--- config.mk ---
export PLATFORM = sky130hd
export DESIGN_NAME = rv32i_mem_arbiter
export DESIGN_NICKNAME = d
export VERILOG_FILES = /design/src/rtl/rv32i_pkg.sv /design/src/rtl/rv32i_sat_counter.sv /design/src/rtl/rv32i_mem_arbiter.sv
export SDC_FILE = /design/constraint.sdc
export NUM_CORES = 1
export LEC_CHECK = 0
export ABC_AREA = 1
export BUFFER_PORTS_ARGS = -buffer_cell sky130_fd_sc_hd__buf_4
export CORE_MARGIN = 10
export CORE_UTILIZATION = 24
export CTS_CLUSTER_SIZE = 28
export DETAILED_ROUTE_END_ITERATION = 10
export GPL_TIMING_DRIVEN = 0
export PLACE_DENSITY = 0.78
export SLEW_MARGIN = 25
export SYNTH_ARGS = -nofsm -noshare
export SYNTH_HDL_FRONTEND = slang
export SYNTH_SLANG_ARGS = --single-unit
export TNS_END_PERCENT = 100
--- constraint.sdc ---
create_clock -name clk -period 0.9 [get_ports clk]
set_input_delay 0.09 -clock clk [delete_from_list [all_inputs] [get_ports clk]]
set_output_delay 0.09 -clock clk [all_outputs]
set_load 0.02 [all_outputs]
--- src/rtl/rv32i_pkg.sv ---
// Shared types and constants for the rv32i memory arbiter slice.
package rv32i_pkg;

  localparam int WORD_W = 32;
  localparam int BE_W   = 4;

  typedef enum logic [1:0] {
    ARB_IDLE,
    ARB_RD_I,
    ARB_RD_D
  } arb_state_t;

  // Width needed to hold 0..max_val; never narrower than one bit.
  function automatic int cnt_w(input int max_val);
    return (max_val < 2) ? 1 : $clog2(max_val + 1);
  endfunction

endpackage

--- src/rtl/rv32i_sat_counter.sv ---
// Saturating up-counter with synchronous active-high reset, clear and enable.
module rv32i_sat_counter #(
  parameter int               WIDTH = 8,
  parameter logic [WIDTH-1:0] MAX   = '1
) (
  input  logic             clk,
  input  logic             reset,
  input  logic             clr,
  input  logic             en,
  output logic [WIDTH-1:0] count
);

  logic [WIDTH-1:0] count_q, count_d;

  // NOTE: every always_comb output gets a default first, so no path can infer a latch.
  always_comb begin
    count_d = count_q;
    if (clr)
      count_d = '0;
    else if (en && (count_q != MAX))
      count_d = count_q + 1'b1;
  end

  // NOTE: state flops use non-blocking assignments so all flops update together at the edge.
  always_ff @(posedge clk) begin
    if (reset) count_q <= '0;
    else       count_q <= count_d;
  end

  assign count = count_q;

endmodule

--- src/rtl/rv32i_mem_arbiter.sv ---
// Fetch/data arbiter for a single-port synchronous-read memory.
// Optional grant/conflict statistics when RV32I_ARB_STATS_EN is defined.
module rv32i_mem_arbiter
  import rv32i_pkg::*;
#(
  parameter int ADDR_W       = 12,
  parameter int MAX_D_STREAK = 3
) (
  input  logic              clk,
  input  logic              reset,
  input  logic              i_req,
  input  logic [ADDR_W-1:0] i_addr,
  output logic              i_gnt,
  output logic              i_rvalid,
  output logic [WORD_W-1:0] i_rdata,
  input  logic              d_req,
  input  logic              d_we,
  input  logic [BE_W-1:0]   d_be,
  input  logic [ADDR_W-1:0] d_addr,
  input  logic [WORD_W-1:0] d_wdata,
  output logic              d_gnt,
  output logic              d_rvalid,
  output logic [WORD_W-1:0] d_rdata,
  output logic              mem_en,
  output logic [BE_W-1:0]   mem_we,
  output logic [ADDR_W-3:0] mem_addr,
  output logic [WORD_W-1:0] mem_wdata,
  input  logic [WORD_W-1:0] mem_rdata
`ifdef RV32I_ARB_STATS_EN
  ,
  output logic [31:0]       i_gnt_cnt,
  output logic [31:0]       d_gnt_cnt,
  output logic [31:0]       conflict_cnt
`endif
);

  localparam int                  STREAK_W   = cnt_w(MAX_D_STREAK);
  localparam logic [STREAK_W-1:0] STREAK_MAX = STREAK_W'(MAX_D_STREAK);

  arb_state_t          state_q, state_d;
  logic [STREAK_W-1:0] streak;
  logic                streak_max;
  logic                unused_addr_lsbs;

  // Data wins a conflict until it has starved fetch for MAX_D_STREAK grants.
  always_comb begin
    streak_max = (streak == STREAK_MAX);
    i_gnt      = ~reset & i_req & (~d_req | streak_max);
    d_gnt      = ~reset & d_req & ~(i_req & streak_max);
  end

  rv32i_sat_counter #(
    .WIDTH (STREAK_W),
    .MAX   (STREAK_MAX)
  ) u_streak (
    .clk   (clk),
    .reset (reset),
    .clr   (i_gnt | ~i_req),
    .en    (d_gnt & i_req),
    .count (streak)
  );

  // State names the read issued last cycle, i.e. whose data mem_rdata carries now.
  always_comb begin
    state_d = ARB_IDLE;
    if (i_gnt)
      state_d = ARB_RD_I;
    else if (d_gnt && !d_we)
      state_d = ARB_RD_D;
  end

  always_ff @(posedge clk) begin
    if (reset) state_q <= ARB_IDLE;
    else       state_q <= state_d;
  end

  always_comb begin
    i_rvalid  = ~reset & (state_q == ARB_RD_I);
    d_rvalid  = ~reset & (state_q == ARB_RD_D);
    i_rdata   = mem_rdata;
    d_rdata   = mem_rdata;
    mem_en    = i_gnt | d_gnt;
    mem_addr  = d_gnt ? d_addr[ADDR_W-1:2] : i_addr[ADDR_W-1:2];
    mem_we    = (d_gnt && d_we) ? d_be : '0;
    mem_wdata = d_wdata;
  end

  // Byte offset bits are dropped; alignment is enforced upstream.
  assign unused_addr_lsbs = ^{i_addr[1:0], d_addr[1:0]};

`ifdef RV32I_ARB_STATS_EN
  rv32i_sat_counter #(.WIDTH(32)) u_i_gnt_cnt (
    .clk   (clk),
    .reset (reset),
    .clr   (1'b0),
    .en    (i_gnt),
    .count (i_gnt_cnt)
  );

  rv32i_sat_counter #(.WIDTH(32)) u_d_gnt_cnt (
    .clk   (clk),
    .reset (reset),
    .clr   (1'b0),
    .en    (d_gnt),
    .count (d_gnt_cnt)
  );

  rv32i_sat_counter #(.WIDTH(32)) u_conflict_cnt (
    .clk   (clk),
    .reset (reset),
    .clr   (1'b0),
    .en    (i_req & d_req & ~reset),
    .count (conflict_cnt)
  );
`endif

endmodule

Yosys cells after proc, flatten, opt, wreduce, memory -nomap -nowiden
Index checks and enable logic that the tools add are counted.

operators by class
  multiplexer cells = 4
  $add $sub $neg = 1
  equality and inequality tests = 4
  reductions and logical operators = 6
  bitwise logic cells = 15

operators with widths
  operator             number
  $mux 10              1
  $and 1x1->1          8
  $eq 2x2->1 const B   2
  $mux 4               1
  $not 1->1            4
  $reduce_or 2->1      2
  $logic_and 1x1->1    3
  $or 1x1->1           3
  $add 2x1->2 const B  1
  $eq 2x1->1 const B   1
  $mux 2               1
  $ne 2x2->1 const B   1
  $logic_not 1->1      1
  $mux 1               1

word-level totals
  output and inout bits = 115
  input port bits = 97
  register bits = 4
  word-level logic and storage cells = 33

Longest topological paths before layout
  depth after elaboration = 7
  depth in mapped cells = 6
  mapped depth without buffers = 5

Cells and area by module
From an unflattened synthesis, not the netlist that was laid out.

second synthesis, totals
  cells, all modules = 176
  area total of the unflattened synthesis = 1156.1 sq um

by module, submodules not included
  module             area an instance (sq um)  sequential area each (sq um)  cells an instance  instances
  rv32i_mem_arbiter  1049.8                    40.0                          160                1
  rv32i_sat_counter  106.4                     40.0                          16                 1

Worst setup path before layout
No wires, ideal clock.

  path kind = reg-to-output
  start point = register u_streak.count_q[0], in the netlist u_streak.count[0]
  end point = output mem_we[0]
  arrival time = 1.053 ns
  buffers on the path = 0
  required time = 0.810 ns
  cell stages (with the launch flop) = 5
  setup slack = -0.243 ns
  cell sequence = dfxtp_1 > ha_1 > nand2_2 > nand4_1 > nor2_1

between the ends
  cells in the longest elaborated chain, start to end = 6

RTL lines
  element                   RTL line                 text
  start: declaration        rv32i_sat_counter.sv:13  logic [WIDTH-1:0] count_q, count_d;
  start signal: assignment  rv32i_sat_counter.sv:27  else count_q <= count_d;
  $eq 2x2->1                rv32i_mem_arbiter.sv:47  streak_max = (streak == STREAK_MAX);
  $and 1x1->1               rv32i_mem_arbiter.sv:49  d_gnt = ~reset & d_req & ~(i_req & streak_max);
  $not 1->1                 rv32i_mem_arbiter.sv:49
  $and 1x1->1               rv32i_mem_arbiter.sv:49
  $logic_and 1x1->1         rv32i_mem_arbiter.sv:84  mem_we = (d_gnt && d_we) ? d_be : '0;
  $mux 4                    rv32i_mem_arbiter.sv:84
  end: declaration          rv32i_mem_arbiter.sv:25  output logic [BE_W-1:0] mem_we,

Every way passes these cells.

Final worst setup path
  start point = register u_streak.count_q[0], in the netlist u_streak.count[0]
  end point = output mem_addr[7]

between the ends
  cells in the longest elaborated chain, start to end = 5

RTL lines
  element           RTL line                 text
  $eq 2x2->1        rv32i_mem_arbiter.sv:47
  $and 1x1->1       rv32i_mem_arbiter.sv:49
  $not 1->1         rv32i_mem_arbiter.sv:49
  $and 1x1->1       rv32i_mem_arbiter.sv:49
  $mux 10           rv32i_mem_arbiter.sv:83  mem_addr = d_gnt ? d_addr[ADDR_W-1:2] : i_addr[ADDR_W-1:2];
  end: declaration  rv32i_mem_arbiter.sv:26  output logic [ADDR_W-3:0] mem_addr,

Every way passes these cells.

==> results.json <==
{
  "status": "finished, violations left",
  "violations": "setup timing",
  "maxCapViolations": 0,
  "io_pins": 212,
  "fill_cells": 410,
  "cts_tree": "yes",
  "worstSetupPathType": "reg -> out",
  "clockBufferDepth": 2,
  "synth_top_cell_area_share_pct": 65.9,
  "grt_overflow": 0,
  "relSlewSlack_pct": 86.7,
  "drc": 0,
  "start_util_pct": 25.4,
  "synth_nets": 262,
  "cts_root_buffer": "clkbuf_8",
  "area_growth_syn_to_layout_pct": 126,
  "syn_inst": 164,
  "grt_max_degree": 11,
  "drtAntennaViolNets": 0,
  "totalNegativeSetupSlack_ps": -7360,
  "clk_latency_ps": 220,
  "power.leakage_nw": 1.48,
  "yosysTopAreaCell": "buf_4",
  "die_h_um": 88.6,
  "htreeDepth": 1,
  "final_util_pct": 57.5,
  "peakVddDrop_mv": 0.553,
  "seq_area_frac_synth_pct": 7.10,
  "dieArea_um2": 7850,
  "clock_skew_ps": 2.74,
  "first_iter_violations": 29,
  "setup_violations": 21,
  "fp-row-count": 24,
  "required_ps": 810,
  "max_freq_mhz": 725,
  "timing_worst_slew_pin_value_ps": 198,
  "wl_mm": 5.75,
  "cp_max_fo": 5,
  "final_nets": 412,
  "reg2reg_from": "u_streak.count[0]$_SDFFE_PP0P_",
  "final_cell_mix": "buf_4 (229), buf_6 (15), nand2_4 (12), nand4_1 (12)",
  "holdCritPathClass": "in -> reg",
  "grt_usage_pct": 12.6,
  "layout-drive-gt1-share_pct": 90.1,
  "dp_slack_ps": -287,
  "slew_violations": 0,
  "powerDensity_nw_per_um2": 793,
  "antenna_found_initial": 0,
  "rsz0062_at_grt": "true",
  "layout_setup_ws_ps": -479,
  "power_w": 0.00202,
  "clk_pin_slew_ps": 30,
  "grt_pass1_wl_mm": 7.84,
  "synth_seq_cells": 4,
  "grt_pass1_vias": 1523,
  "dr_total_vias": 1433,
  "clkSinkCount": 4,
  "min_from": "d_we",
  "synth.distinct_cells": 14,
  "fin_crit_sh_pct": 153,
  "yosysWarnings": 0,
  "startpoint_type": "register",
  "portBuffers": 142,
  "final_hold_viol_count": 0,
  "synth.avg_cell_area_um2": 6.88,
  "dpl.hpwl_mm": 5.23,
  "first_pass_iters": 4,
  "netlist_area_um2": 1130,
  "synth_area_leaders": "buf_4 (66%), nand2_1 (8.0%), dfxtp_1 (7.1%)",
  "wl_per_cell_um": 15.8,
  "finalCriticalPeriod_ps": 1380,
  "final_common_cell": "buf_4",
  "crit_arrival_ps": 1290,
  "end_kind": "output pin",
  "cp-startpoint": "u_streak.count[0]$_SDFFE_PP0P_",
  "viasPerCell": 3.94,
  "diodes": 0,
  "place_congestion": 0.663,
  "whs_ps": 35.0,
  "dieWidth_um": 88.6,
  "cts-buffers-inserted": 3,
  "coreArea_um2": 4440
}
## cells in the mapped netlist
cell type  number
buf_6           2
nor2_1          7
nand3_4         1
buf_4          99
inv_1           8
nand2_2         1
nand4_1        12
ha_1            1
nor3_1          1
nand2_1        24
inv_2           1
nor2_2          1
a21oi_1         2
dfxtp_1         4
## metal layers
layer	GRT usage [%]	wire [um]	part of all wire, %	vias to the layer above
met4	2.64	27	0.47	0
met1	8.81	1300	23	613
met5	0	0	0	-
met3	9.38	1080	19	2
li1	-	-	-	712
met2	25.5	3350	58	106
## worst paths after layout
| path | slack [ps] | cells past startpoint | endpoint |
|---|---|---|---|
| setup / recovery | -480 | 7 | mem_addr[7] |
| hold / removal | 30 | 2 | state_q[1]$_SDFF_PP0_ |
| setup reg to reg | -170 | 6 | state_q[1]$_SDFF_PP0_ |
| hold reg to reg | 420 | 1 | u_streak.count[0]$_SDFFE_PP0P_ |
## area by class of cell
type	count	area [um2]	share of cell area [%]
multi-input combinational	50	383	15.0
tap	52	65.1	2.55
timing repair buffer	145	1160	45.3
clock buffer	3	41.3	1.62
buffer	101	778	30.5
inverter	9	43.8	1.71
sequential	4	85.1	3.33
## critical path, cell delays in order, from the launching register on
cell and delay [ps]:
dfxtp_2 320, ha_4 160, nand2_4 70, nand3_4 110, buf_12 170, nand2_4 60, nand2_4 40, buf_6 130
## cell families (layout without fill, tap and decap cells)
group | count (synthesis) | count (layout) | synth area share (%)
simple gates | 47 | 47 | 20.1
compound gates | 2 | 2 | 0.887
buf+inv | 110 | 258 | 70.8
flops | 4 | 4 | 7.10
fa+ha+maj | 1 | 1 | 1.11
## timing repair
item                       CTS  global route
pin swaps                    8             4
gates resized for setup     25             3
setup endpoints to repair   19            22
hold buffers                 0             0
cloned                       1             0
buffers inserted             2             1
## metrics by stage
stage          cell area (um2)  instances
2_1_floorplan             1240        164
3_3_place_gp              2370        358
3_5_place_dp              2370        358
4_1_cts                   2540        364
5_1_grt                   2550        364
6_report                  2550        364
## state kept, by name (all words and copies together) (netlist names)
register and cells:
state_q 2, u_streak.count 2
## report_power, final
part	leakage [nW]	internal, W	switching (W)
clock	0.0216	0.000285	0.0000878
combinational	1.43	0.000787	0.000675
sequential	0.0344	0.000186	0.00000415
total	1.48	0.00126	0.000767
No activity file was read; power rests on OpenSTA's default activity.
